[config.mk]
export PLATFORM = sky130hd
export DESIGN_NAME = alu_cmd_responder
export DESIGN_NICKNAME = d
export VERILOG_FILES = /design/src/rtl/alu_cmd_responder.sv
export SDC_FILE = /design/constraint.sdc
export NUM_CORES = 1
export LEC_CHECK = 0
export CAP_MARGIN = 20
export CORE_MARGIN = 2
export CORE_UTILIZATION = 35
export DETAILED_ROUTE_END_ITERATION = 10
export PLACE_DENSITY = 0.57
export SLEW_MARGIN = 10
export SYNTH_ARGS = -nofsm -noshare
export SYNTH_HDL_FRONTEND = slang
export SYNTH_SLANG_ARGS = --single-unit
[constraint.sdc]
create_clock -name clk -period 4.4 [get_ports clk]
set_input_delay 0.88 -clock clk [delete_from_list [all_inputs] [get_ports clk]]
set_output_delay 0.88 -clock clk [all_outputs]
set_load 0.01 [all_outputs]
[src/rtl/alu_cmd_responder.sv]
// alu_cmd_responder: handshaked 32-bit ALU command responder.
// A command is captured into a single stage register, evaluated, and then
// pushed into a small response FIFO that the consumer drains over valid/ready.
// Command credit counts the FIFO entries plus the in-flight stage entry, so a
// push out of the stage always finds space.
// Optional build macro ALU_CMD_FLAGS_EN adds per-entry {N,Z,C,V} flags on rsp_flags.
module alu_cmd_responder #(
    parameter int WIDTH      = 32,
    parameter int TAG_W      = 4,
    parameter int FIFO_DEPTH = 4
) (
    input  logic                          clk,
    input  logic                          rst,
    input  logic                          cmd_valid,
    output logic                          cmd_ready,
    input  logic [2:0]                    cmd_opcode,
    input  logic [WIDTH-1:0]              cmd_a,
    input  logic [WIDTH-1:0]              cmd_b,
    input  logic [TAG_W-1:0]              cmd_tag,
    input  logic                          cmd_enable,
    output logic                          rsp_valid,
    input  logic                          rsp_ready,
    output logic [WIDTH-1:0]              rsp_result,
    output logic [TAG_W-1:0]              rsp_tag,
    output logic                          rsp_disabled,
`ifdef ALU_CMD_FLAGS_EN
    output logic [3:0]                    rsp_flags,
`endif
    output logic [$clog2(FIFO_DEPTH):0]   occupancy
);

    localparam int AW = $clog2(FIFO_DEPTH);
    localparam int CW = AW + 1;

    localparam logic [2:0] OP_ADD = 3'b000;
    localparam logic [2:0] OP_SUB = 3'b001;
    localparam logic [2:0] OP_INC = 3'b010;
    localparam logic [2:0] OP_DEC = 3'b011;
    localparam logic [2:0] OP_PSA = 3'b100;
    localparam logic [2:0] OP_NOT = 3'b101;
    localparam logic [2:0] OP_OR  = 3'b110;
    localparam logic [2:0] OP_AND = 3'b111;

    // ALU result; disabled commands always produce zero.
    function automatic logic [WIDTH-1:0] alu_result(
        input logic [2:0]       op,
        input logic [WIDTH-1:0] a,
        input logic [WIDTH-1:0] b,
        input logic             en
    );
        logic [WIDTH-1:0] one;
        one = {{(WIDTH-1){1'b0}}, 1'b1};
        if (!en) begin
            alu_result = '0;
        end else begin
            case (op)
                OP_ADD:  alu_result = a + b;
                OP_SUB:  alu_result = a - b;
                OP_INC:  alu_result = a + one;
                OP_DEC:  alu_result = a - one;
                OP_PSA:  alu_result = a;
                OP_NOT:  alu_result = ~a;
                OP_OR:   alu_result = a | b;
                OP_AND:  alu_result = a & b;
                default: alu_result = '0;
            endcase
        end
    endfunction

`ifdef ALU_CMD_FLAGS_EN
    // {N,Z,C,V}; inc/dec reuse the add/sub rules with a unit second operand.
    function automatic logic [3:0] alu_flags(
        input logic [2:0]       op,
        input logic [WIDTH-1:0] a,
        input logic [WIDTH-1:0] b,
        input logic             en
    );
        logic [WIDTH-1:0] y;
        logic [WIDTH-1:0] r;
        logic             c;
        logic             v;
        y = ((op == OP_INC) || (op == OP_DEC)) ? {{(WIDTH-1){1'b0}}, 1'b1} : b;
        r = alu_result(op, a, b, en);
        if (!en) begin
            alu_flags = 4'b0100;
        end else begin
            case (op)
                OP_ADD, OP_INC: begin
                    c = (r < a);
                    v = (a[WIDTH-1] == y[WIDTH-1]) && (r[WIDTH-1] != a[WIDTH-1]);
                end
                OP_SUB, OP_DEC: begin
                    c = (a < y);
                    v = (a[WIDTH-1] != y[WIDTH-1]) && (r[WIDTH-1] != a[WIDTH-1]);
                end
                default: begin
                    c = 1'b0;
                    v = 1'b0;
                end
            endcase
            alu_flags = {r[WIDTH-1], (r == '0), c, v};
        end
    endfunction
`endif

    logic                 rst_q;
    logic                 s_valid_q, s_valid_d;
    logic [2:0]           s_op_q, s_op_d;
    logic [WIDTH-1:0]     s_a_q, s_a_d;
    logic [WIDTH-1:0]     s_b_q, s_b_d;
    logic [TAG_W-1:0]     s_tag_q, s_tag_d;
    logic                 s_en_q, s_en_d;

    logic [WIDTH-1:0]     res_mem_q [FIFO_DEPTH];
    logic [WIDTH-1:0]     res_mem_d [FIFO_DEPTH];
    logic [TAG_W-1:0]     tag_mem_q [FIFO_DEPTH];
    logic [TAG_W-1:0]     tag_mem_d [FIFO_DEPTH];
    logic                 dis_mem_q [FIFO_DEPTH];
    logic                 dis_mem_d [FIFO_DEPTH];
`ifdef ALU_CMD_FLAGS_EN
    logic [3:0]           flg_mem_q [FIFO_DEPTH];
    logic [3:0]           flg_mem_d [FIFO_DEPTH];
`endif

    logic [AW-1:0]        wr_ptr_q, wr_ptr_d;
    logic [AW-1:0]        rd_ptr_q, rd_ptr_d;
    logic [CW-1:0]        count_q, count_d;
    logic [CW-1:0]        occupancy_q, occupancy_d;

    logic                 accept_s;
    logic                 push_s;
    logic                 pop_s;

    // Credit uses only registered state; a same-cycle pop never raises ready.
    assign cmd_ready = !rst_q && ((count_q + CW'(s_valid_q)) < CW'(FIFO_DEPTH));
    assign accept_s  = cmd_valid && cmd_ready;
    assign push_s    = s_valid_q;
    assign pop_s     = rsp_valid && rsp_ready;
    assign occupancy = occupancy_q;

    // Stage register: capture an accepted command, otherwise empty the stage.
    always_comb begin
        s_valid_d = accept_s;
        s_op_d    = s_op_q;
        s_a_d     = s_a_q;
        s_b_d     = s_b_q;
        s_tag_d   = s_tag_q;
        s_en_d    = s_en_q;
        if (accept_s) begin
            s_op_d  = cmd_opcode;
            s_a_d   = cmd_a;
            s_b_d   = cmd_b;
            s_tag_d = cmd_tag;
            s_en_d  = cmd_enable;
        end else begin
            s_op_d  = s_op_q;
        end
    end

    // Response FIFO next state: stage push, consumer pop, count and occupancy.
    always_comb begin
        res_mem_d = res_mem_q;
        tag_mem_d = tag_mem_q;
        dis_mem_d = dis_mem_q;
`ifdef ALU_CMD_FLAGS_EN
        flg_mem_d = flg_mem_q;
`endif
        wr_ptr_d  = wr_ptr_q;
        rd_ptr_d  = rd_ptr_q;
        if (push_s) begin
            res_mem_d[wr_ptr_q] = alu_result(s_op_q, s_a_q, s_b_q, s_en_q);
            tag_mem_d[wr_ptr_q] = s_tag_q;
            dis_mem_d[wr_ptr_q] = !s_en_q;
`ifdef ALU_CMD_FLAGS_EN
            flg_mem_d[wr_ptr_q] = alu_flags(s_op_q, s_a_q, s_b_q, s_en_q);
`endif
            wr_ptr_d = wr_ptr_q + AW'(1);
        end else begin
            wr_ptr_d = wr_ptr_q;
        end
        if (pop_s) begin
            rd_ptr_d = rd_ptr_q + AW'(1);
        end else begin
            rd_ptr_d = rd_ptr_q;
        end
        case ({push_s, pop_s})
            2'b10:   count_d = count_q + CW'(1);
            2'b01:   count_d = count_q - CW'(1);
            default: count_d = count_q;
        endcase
        occupancy_d = count_d + CW'(s_valid_d);
    end

    // Response outputs present the FIFO head, zero when the FIFO is empty.
    always_comb begin
        rsp_valid = (count_q != '0);
        if (rsp_valid) begin
            rsp_result   = res_mem_q[rd_ptr_q];
            rsp_tag      = tag_mem_q[rd_ptr_q];
            rsp_disabled = dis_mem_q[rd_ptr_q];
`ifdef ALU_CMD_FLAGS_EN
            rsp_flags    = flg_mem_q[rd_ptr_q];
`endif
        end else begin
            rsp_result   = '0;
            rsp_tag      = '0;
            rsp_disabled = 1'b0;
`ifdef ALU_CMD_FLAGS_EN
            rsp_flags    = 4'b0000;
`endif
        end
    end

    // State registers; reset discards the stage and every queued response.
    always_ff @(posedge clk) begin
        if (rst) begin
            rst_q       <= 1'b1;
            s_valid_q   <= 1'b0;
            s_op_q      <= 3'b000;
            s_a_q       <= '0;
            s_b_q       <= '0;
            s_tag_q     <= '0;
            s_en_q      <= 1'b0;
            wr_ptr_q    <= '0;
            rd_ptr_q    <= '0;
            count_q     <= '0;
            occupancy_q <= '0;
            for (int i = 0; i < FIFO_DEPTH; i++) begin
                res_mem_q[i] <= '0;
                tag_mem_q[i] <= '0;
                dis_mem_q[i] <= 1'b0;
`ifdef ALU_CMD_FLAGS_EN
                flg_mem_q[i] <= 4'b0000;
`endif
            end
        end else begin
            rst_q       <= 1'b0;
            s_valid_q   <= s_valid_d;
            s_op_q      <= s_op_d;
            s_a_q       <= s_a_d;
            s_b_q       <= s_b_d;
            s_tag_q     <= s_tag_d;
            s_en_q      <= s_en_d;
            wr_ptr_q    <= wr_ptr_d;
            rd_ptr_q    <= rd_ptr_d;
            count_q     <= count_d;
            occupancy_q <= occupancy_d;
            res_mem_q   <= res_mem_d;
            tag_mem_q   <= tag_mem_d;
            dis_mem_q   <= dis_mem_d;
`ifdef ALU_CMD_FLAGS_EN
            flg_mem_q   <= flg_mem_d;
`endif
        end
    end

endmodule

==> results of run 1 <==
## path summary, 6_finish.rpt
kind | start | to | cells past startpoint
setup / recovery | s_b_q[20]$_SDFFE_PP0P_ | res_mem_q[95]$_SDFFE_PP0P_ | 16
hold / removal | res_mem_q[7]$_SDFFE_PP0P_ | res_mem_q[7]$_SDFFE_PP0P_ | 2
setup reg to reg | s_b_q[20]$_SDFFE_PP0P_ | res_mem_q[95]$_SDFFE_PP0P_ | 16
hold reg to reg | res_mem_q[7]$_SDFFE_PP0P_ | res_mem_q[7]$_SDFFE_PP0P_ | 2
## state kept, by name, summed over array words and instances, names as in the netlist
| signal | cells |
|---|---|
| count_q | 3 |
| dis_mem_q | 4 |
| occupancy | 3 |
| push_s | 1 |
| rd_ptr_q | 2 |
| res_mem_q | 128 |
| rst_q | 1 |
| s_a_q | 32 |
| s_b_q | 32 |
| s_en_q | 1 |
| s_op_q | 3 |
| s_tag_q | 4 |
| tag_mem_q | 16 |
| wr_ptr_q | 2 |
## metrics by stage
stage | utilization | cells | total power [uW] | setup WS, ns
4_1_cts | 0.429 | 2231 | 6230 | 0.0155
3_5_place_dp | 0.402 | 2182 | 3780 | -0.0392
2_1_floorplan | - | 1676 | 3280 | 0.133
5_1_grt | 0.433 | 2235 | 6500 | -0.0411
6_report | 0.433 | 2235 | 6210 | 0.145
3_3_place_gp | 0.402 | 2182 | 3780 | 0.0827
## layout make-up
cell class	count	share of cell area
clock buffer	40	0.0512
clock inverter	9	0.0105
inverter	22	0.00519
multi-input combinational	1296	0.505
sequential	232	0.292
tap	468	0.0368
timing repair buffer	168	0.0986
## worst register-to-register path, stage by stage, from the launching register on
cell     delay, ns
dfxtp_1       0.40
or4_4         0.56
or4_4         0.47
or3_2         0.43
or2_2         0.31
nor2_1        0.11
o21ai_0       0.10
a22oi_2       0.27
ha_2          0.37
nand2_1       0.07
nand2_1       0.05
a21o_1        0.19
nor3_1        0.18
o21a_1        0.19
nor3_1        0.07
nor3_2        0.21
o21ai_0       0.13
## cells in the final DEF, fill, tap and decap left out, drive strengths merged, types with 6 or more instances in the layout
| cell | n |
|---|---|
| nand2 | 377 |
| a21oi | 244 |
| dfxtp | 232 |
| clkdlybuf4s50 | 116 |
| o21ai | 94 |
| nor2 | 86 |
| buf | 52 |
| and2 | 42 |
| nand3b | 40 |
| clkbuf | 40 |
| ha | 39 |
| mux4 | 37 |
| o211ai | 37 |
| a21o | 33 |
| xor2 | 27 |
| xnor2 | 25 |
| nor3 | 25 |
| inv | 24 |
| o22ai | 18 |
| nor2b | 17 |
| o21a | 13 |
| mux2i | 11 |
| nand3 | 9 |
| a22oi | 9 |
| or2 | 7 |
| nand2b | 7 |
| a211oi | 7 |
| o31ai | 7 |
| o31a | 6 |
| a31oi | 6 |
| a311oi | 6 |
| or3 | 6 |
## logic make-up after synthesis
kind of cell	Yosys count	share of synthesized area
simple gates	643	0.223
compound gates	510	0.230
flops	232	0.355
buf+inv	149	0.0435
xor+xnor	52	0.0348
mux	49	0.0730
fa+ha+maj	41	0.0404
## routing by layer
layer  track usage  up-vias  part of all wire
li1              -     6037                 -
met1         0.302     5891              0.48
met2         0.334      362              0.44
met3        0.0258       59             0.049
met4        0.0510        0             0.024
met5             0        -                 0
## power by group through the flow
| stage | combinational, uW | clock [uW] | sequential (uW) |
|---|---|---|---|
| after global placement | 1450 | 0 | 2320 |
| after detailed placement | 1450 | 0 | 2330 |
| after floorplan | 1010 | 0 | 2270 |
| final | 1490 | 2440 | 2280 |
| after CTS | 1460 | 2490 | 2280 |
| after global routing | 1650 | 2560 | 2290 |
## timing repair
action | in CTS | in global routing
pin swaps | 0 | 10
buffers inserted | 0 | 3
setup endpoints to repair | 5 | 48
hold buffers | 0 | 0
cloned | 0 | 1
gates resized for setup | 2 | 29
endpoints found under the hold margin | 0 | 0
==> results.cfg, run 1 <==
[run_status]
status = completed

[floorplanning]
ios = 118
dieArea_um2 = 38900
dieHeight_um = 197
row_count = 70
die_x_um = 197
initial_core_util = 0.356
core_area_um2 = 36700

[routing]
vias = 12300
drt_wl_total_mm = 41.6
via_per_inst = 5.53
drt_iter0_markers = 913
final_antenna_net_count = 0
wl_per_cell_um = 18.6
drc_errors = 0
dr.pass1.iters = 5

[power]
power.internal_uw = 4310
power_leakage_uw = 0.00565
p_seq_frac = 0.368
p_switching_uw = 1900
comb_power_share = 0.240
sw_frac_of_total = 0.306
ir_drop_mv = 0.302
power_density_nw_per_um2 = 391
pwr-share-clk = 0.393

[clock_network]
cts_tree = built
cts_buffers = 27
clkTransAtPathRegs_ns = 0.06
clock_tree.root_cell = clkbuf_16
htree_levels = 1
clockBufferDepth = 3
clock_latency_ns = 0.56
cts.sinks = 232

[synthesis]
synth.distinct_cells = 63
yosysWarnings = 0
ys_ff_latch = 232
yosys.area.top_type_share = 0.355
synth.area.top_cells = dfxtp_1 36%, nand2_1 11%, a21oi_1 9.3%
syn-cell-area_um2 = 13100
async_flop_share = 0
synth_cells = 1676
synth_edf_count = 0
synth_top_cell_by_area = dfxtp_1
synth_commonest_cells = 377 x nand2_1, 244 x a21oi_1, 232 x dfxtp_1, 112 x clkbuf_1, 94 x o21ai_0
synthesis.nets = 1793
synth_flop_cell = dfxtp_1
synth.most_common_cell = nand2_1
yosysSeqAreaShare = 0.355
syn_avg_cell_area_um2 = 7.80

[min_path]
hold_path.class = flop to flop

[worst_setup_path]
cp-end-kind = flop
critPathMaxFanout = 8
cp_slowest_cell = or4_4
cpPeakStageDelay_ns = 0.56
crit_path_start_kind = flop
arrival_ns = 4.68
critPathRequiredTime_ns = 4.83
critPathBufInv = 0
crit_type = flop to flop
reg2reg_slack_ns = 0.15
path_cells = or4_4 > or4_4 > or3_2 > or2_2 > nor2_1 > o21ai_0 > a22oi_2 > ha_2 > nand2_1 > nand2_1 > a21o_1 > nor3_1 > o21a_1 > nor3_1 > nor3_2 > o21ai_0
cp_top_family = simple AND/OR/NAND/NOR gates

[finish]
multiInputGateArea_um2 = 8030
drive_above_1_share = 0.109
synthToLayoutAreaGrowth_pct = 21.5
fin_nets = 1864
seqCellArea_um2 = 4650
diodes = 0
fillers = 3654
postLayoutCellArea_um2 = 15900

[timing]
max_freq_mhz = 235
rsz0062_at_grt = true
post-route-min-period_ns = 4.25
period_share = 0.967
slew_violations = 0
setup_viol = 0
finalHoldViolations = 0
fin_setup_tns_ns = 0
max-slew-margin-rel = 0.308
tightest_slew_ns = 1.03
holdWs_ns = 0.452
finClkSkew_ns = 0.0150

[grt]
grt_start_max_net_pins = 87
track_usage = 0.210
grt.overflow.total = 0
grt_pass1_wl_mm = 65.6
antenna_found_initial = 0
grt_pass1_vias = 11800

[placement]
place_hpwl_mm = 28.3
placed_area_um2 = 14700
place.gp.congestion = 0.950
port_buffers = 117

[flow_run]
maxCapViolations = 0
(Power assumes the default switching activity.)
==> inputs of run 2 (changes only) <==
--- a/config.mk
+++ b/config.mk
@@ -6,7 +6,7 @@
 export NUM_CORES = 1
 export LEC_CHECK = 0
 export CAP_MARGIN = 20
-export CORE_MARGIN = 2
+export CORE_MARGIN = 8
 export CORE_UTILIZATION = 35
 export DETAILED_ROUTE_END_ITERATION = 10
 export PLACE_DENSITY = 0.57
==> results.cfg, run 2 (synthesis gave the netlist of run 1 again) <==
[routing]
vias = 12300
drt_iter0_markers = 798
drc_errors = 0
drt_wl_total_mm = 42.3
final_antenna_net_count = 0
wl_per_cell_um = 18.8
dr.pass1.iters = 5
via_per_inst = 5.46

[finish]
postLayoutCellArea_um2 = 15800
seqCellArea_um2 = 4650
final_cell_mix = 375 x nand2_1, 236 x a21oi_1, 230 x dfxtp_1, 116 x clkdlybuf4s50_1, 90 x o21ai_0
final_common_cell = nand2_1
drive_above_1_share = 0.109
top_regs = res_mem_q x128, s_a_q x32, s_b_q x32
largest_reg_flops = 128
synthToLayoutAreaGrowth_pct = 21.1
regMostFlops = res_mem_q
fillers = 3794
diodes = 0
multiInputGateArea_um2 = 8060
fin_nets = 1868

[run_status]
status = completed

[floorplanning]
ios = 118
core_area_um2 = 37200
die_x_um = 209
row_count = 71
dieHeight_um = 209
initial_core_util = 0.351
dieArea_um2 = 43800

[timing]
setup_viol = 0
finalHoldViolations = 0
finClkSkew_ns = 0.0123
max_freq_mhz = 238
post-route-min-period_ns = 4.20
period_share = 0.954
tightest_slew_ns = 1.07
holdWs_ns = 0.451
max-slew-margin-rel = 0.286
slew_violations = 0

[min_path]
min_path_cells = 2
holdPathEnd = res_mem_q[7]$_SDFFE_PP0P_
hp-start = res_mem_q[7]$_SDFFE_PP0P_
hold_path.class = flop to flop

[worst_setup_path]
crit_path_start_kind = flop
ff2ff_path_depth = 19
cp-end-kind = flop
critPathMaxFanout = 8
arrival_ns = 4.64
reg2reg_slack_ns = 0.20
cp_common_cell = o21ai_0
crit_type = flop to flop
cpPeakStageDelay_ns = 0.36
path_cells = inv_1 > ha_2 > and3_2 > nand4b_1 > or2_2 > nor4_1 > buf_4 > and2b_1 > o21ai_0 > a22oi_1 > ha_1 > o21ai_0 > nand2b_1 > a21boi_0 > a41oi_2 > o41ai_4 > a21oi_1 > and3b_2 > o22ai_1
critPathRequiredTime_ns = 4.84
cp_slowest_cell = dfxtp_1
r2r_end = res_mem_q[126]$_SDFFE_PP0P_
r2r-start = s_b_q[0]$_SDFFE_PP0P_

[clock_network]
clockBufferDepth = 3
clock_tree.root_cell = clkbuf_16
htree_levels = 1
cts.sinks = 232
cts_buffers = 26
clock_latency_ns = 0.54
hold_buffers = 0
cts_tree = built
clkTransAtPathRegs_ns = 0.06

[grt]
grt_pass1_wl_mm = 67.4
grt.overflow.total = 0
antenna_found_initial = 0
track_usage = 0.187
grt_pass1_vias = 12000
grt_start_max_net_pins = 153

[power]
p_seq_frac = 0.386
power.internal_uw = 4040
ir_drop_mv = 0.276
power_density_nw_per_um2 = 374
p_switching_uw = 1890
power_uw = 5930
sw_frac_of_total = 0.319
power_leakage_uw = 0.00562
pwr-share-clk = 0.354
comb_power_share = 0.260

[placement]
port_buffers = 117
placed_area_um2 = 14800
place.gp.congestion = 0.914
place_hpwl_mm = 29.3

[flow_run]
maxCapViolations = 0
==> run 2: final cells by class <==
| class | count | area share |
|---|---|---|
| inverters | 22 | 0.00521 |
| clock buffers | 40 | 0.0488 |
| flip-flops and latches | 232 | 0.293 |
| well taps | 474 | 0.0374 |
| multi-input cells | 1295 | 0.509 |
| clock inverters | 6 | 0.00316 |
| repair buffers | 174 | 0.103 |
==> run 2: what timing repair did <==
action                                  4_1_cts  5_1_grt
pin swaps                                     0        5
buffers inserted                              0        3
resized for setup                             1       42
endpoints found under the setup margin        3       46
==> run 2: how the worst max path moves through the flow <==
stage,from,to,slack (ns),cells after the start
2_1_floorplan,s_b_q[2]$_SDFFE_PP0P_,res_mem_q[126]$_SDFFE_PP0P_,0.13,20
3_3_place_gp,s_b_q[0]$_SDFFE_PP0P_,res_mem_q[124]$_SDFFE_PP0P_,0.07,17
3_5_place_dp,s_b_q[0]$_SDFFE_PP0P_,res_mem_q[60]$_SDFFE_PP0P_,0.01,17
4_1_cts,s_b_q[0]$_SDFFE_PP0P_,res_mem_q[126]$_SDFFE_PP0P_,0.01,20
5_1_grt,s_b_q[0]$_SDFFE_PP0P_,res_mem_q[26]$_SDFFE_PP0P_,-0.05,21
6_report,s_b_q[0]$_SDFFE_PP0P_,res_mem_q[126]$_SDFFE_PP0P_,0.20,19
==> run 2: layer usage <==
metal	up-vias	track usage	part of all wire
li1	6042	-	-
met1	5764	0.264	0.48
met2	400	0.294	0.43
met3	50	0.0327	0.066
met4	0	0.0399	0.021
met5	-	0	0
==> run 2: worst max-delay path: cells and delay by family, from the launching register on <==
family / cells / cell delay [ns]
fa+ha+maj: 2 / 0.57
buf+inv: 2 / 0.30
compound gates: 8 / 1.43
flops: 1 / 0.36
simple gates: 7 / 1.46
==> run 2: power groups by stage <==
stage	Sequential, uW	Clock (uW)	Combinational, uW
final	2290	2100	1540
after global routing	2300	2240	1700
after CTS	2290	2150	1490
after detailed placement	2330	0	1480
after global placement	2330	0	1420
after floorplan	2270	0	1010
==> run 2: per-stage QoR <==
step	setup WS, ns	utilization	cells	setup TNS (ns)
6_report	0.204	0.426	2243	0
4_1_cts	0.0118	0.420	2240	0
3_3_place_gp	0.0713	0.397	2193	0
3_5_place_dp	0.0108	0.398	2194	0
2_1_floorplan	0.133	-	1676	0
5_1_grt	-0.0512	0.426	2243	-0.251
==> inputs of run 3 (changes only) <==
--- a/config.mk
+++ b/config.mk
@@ -10,7 +10,6 @@
 export CORE_UTILIZATION = 35
 export DETAILED_ROUTE_END_ITERATION = 10
 export PLACE_DENSITY = 0.57
-export SLEW_MARGIN = 10
 export SYNTH_ARGS = -nofsm -noshare
 export SYNTH_HDL_FRONTEND = slang
 export SYNTH_SLANG_ARGS = --single-unit
==> results of run 3 <==
The final DEF is identical to that of run 2; final timing and power are the same.
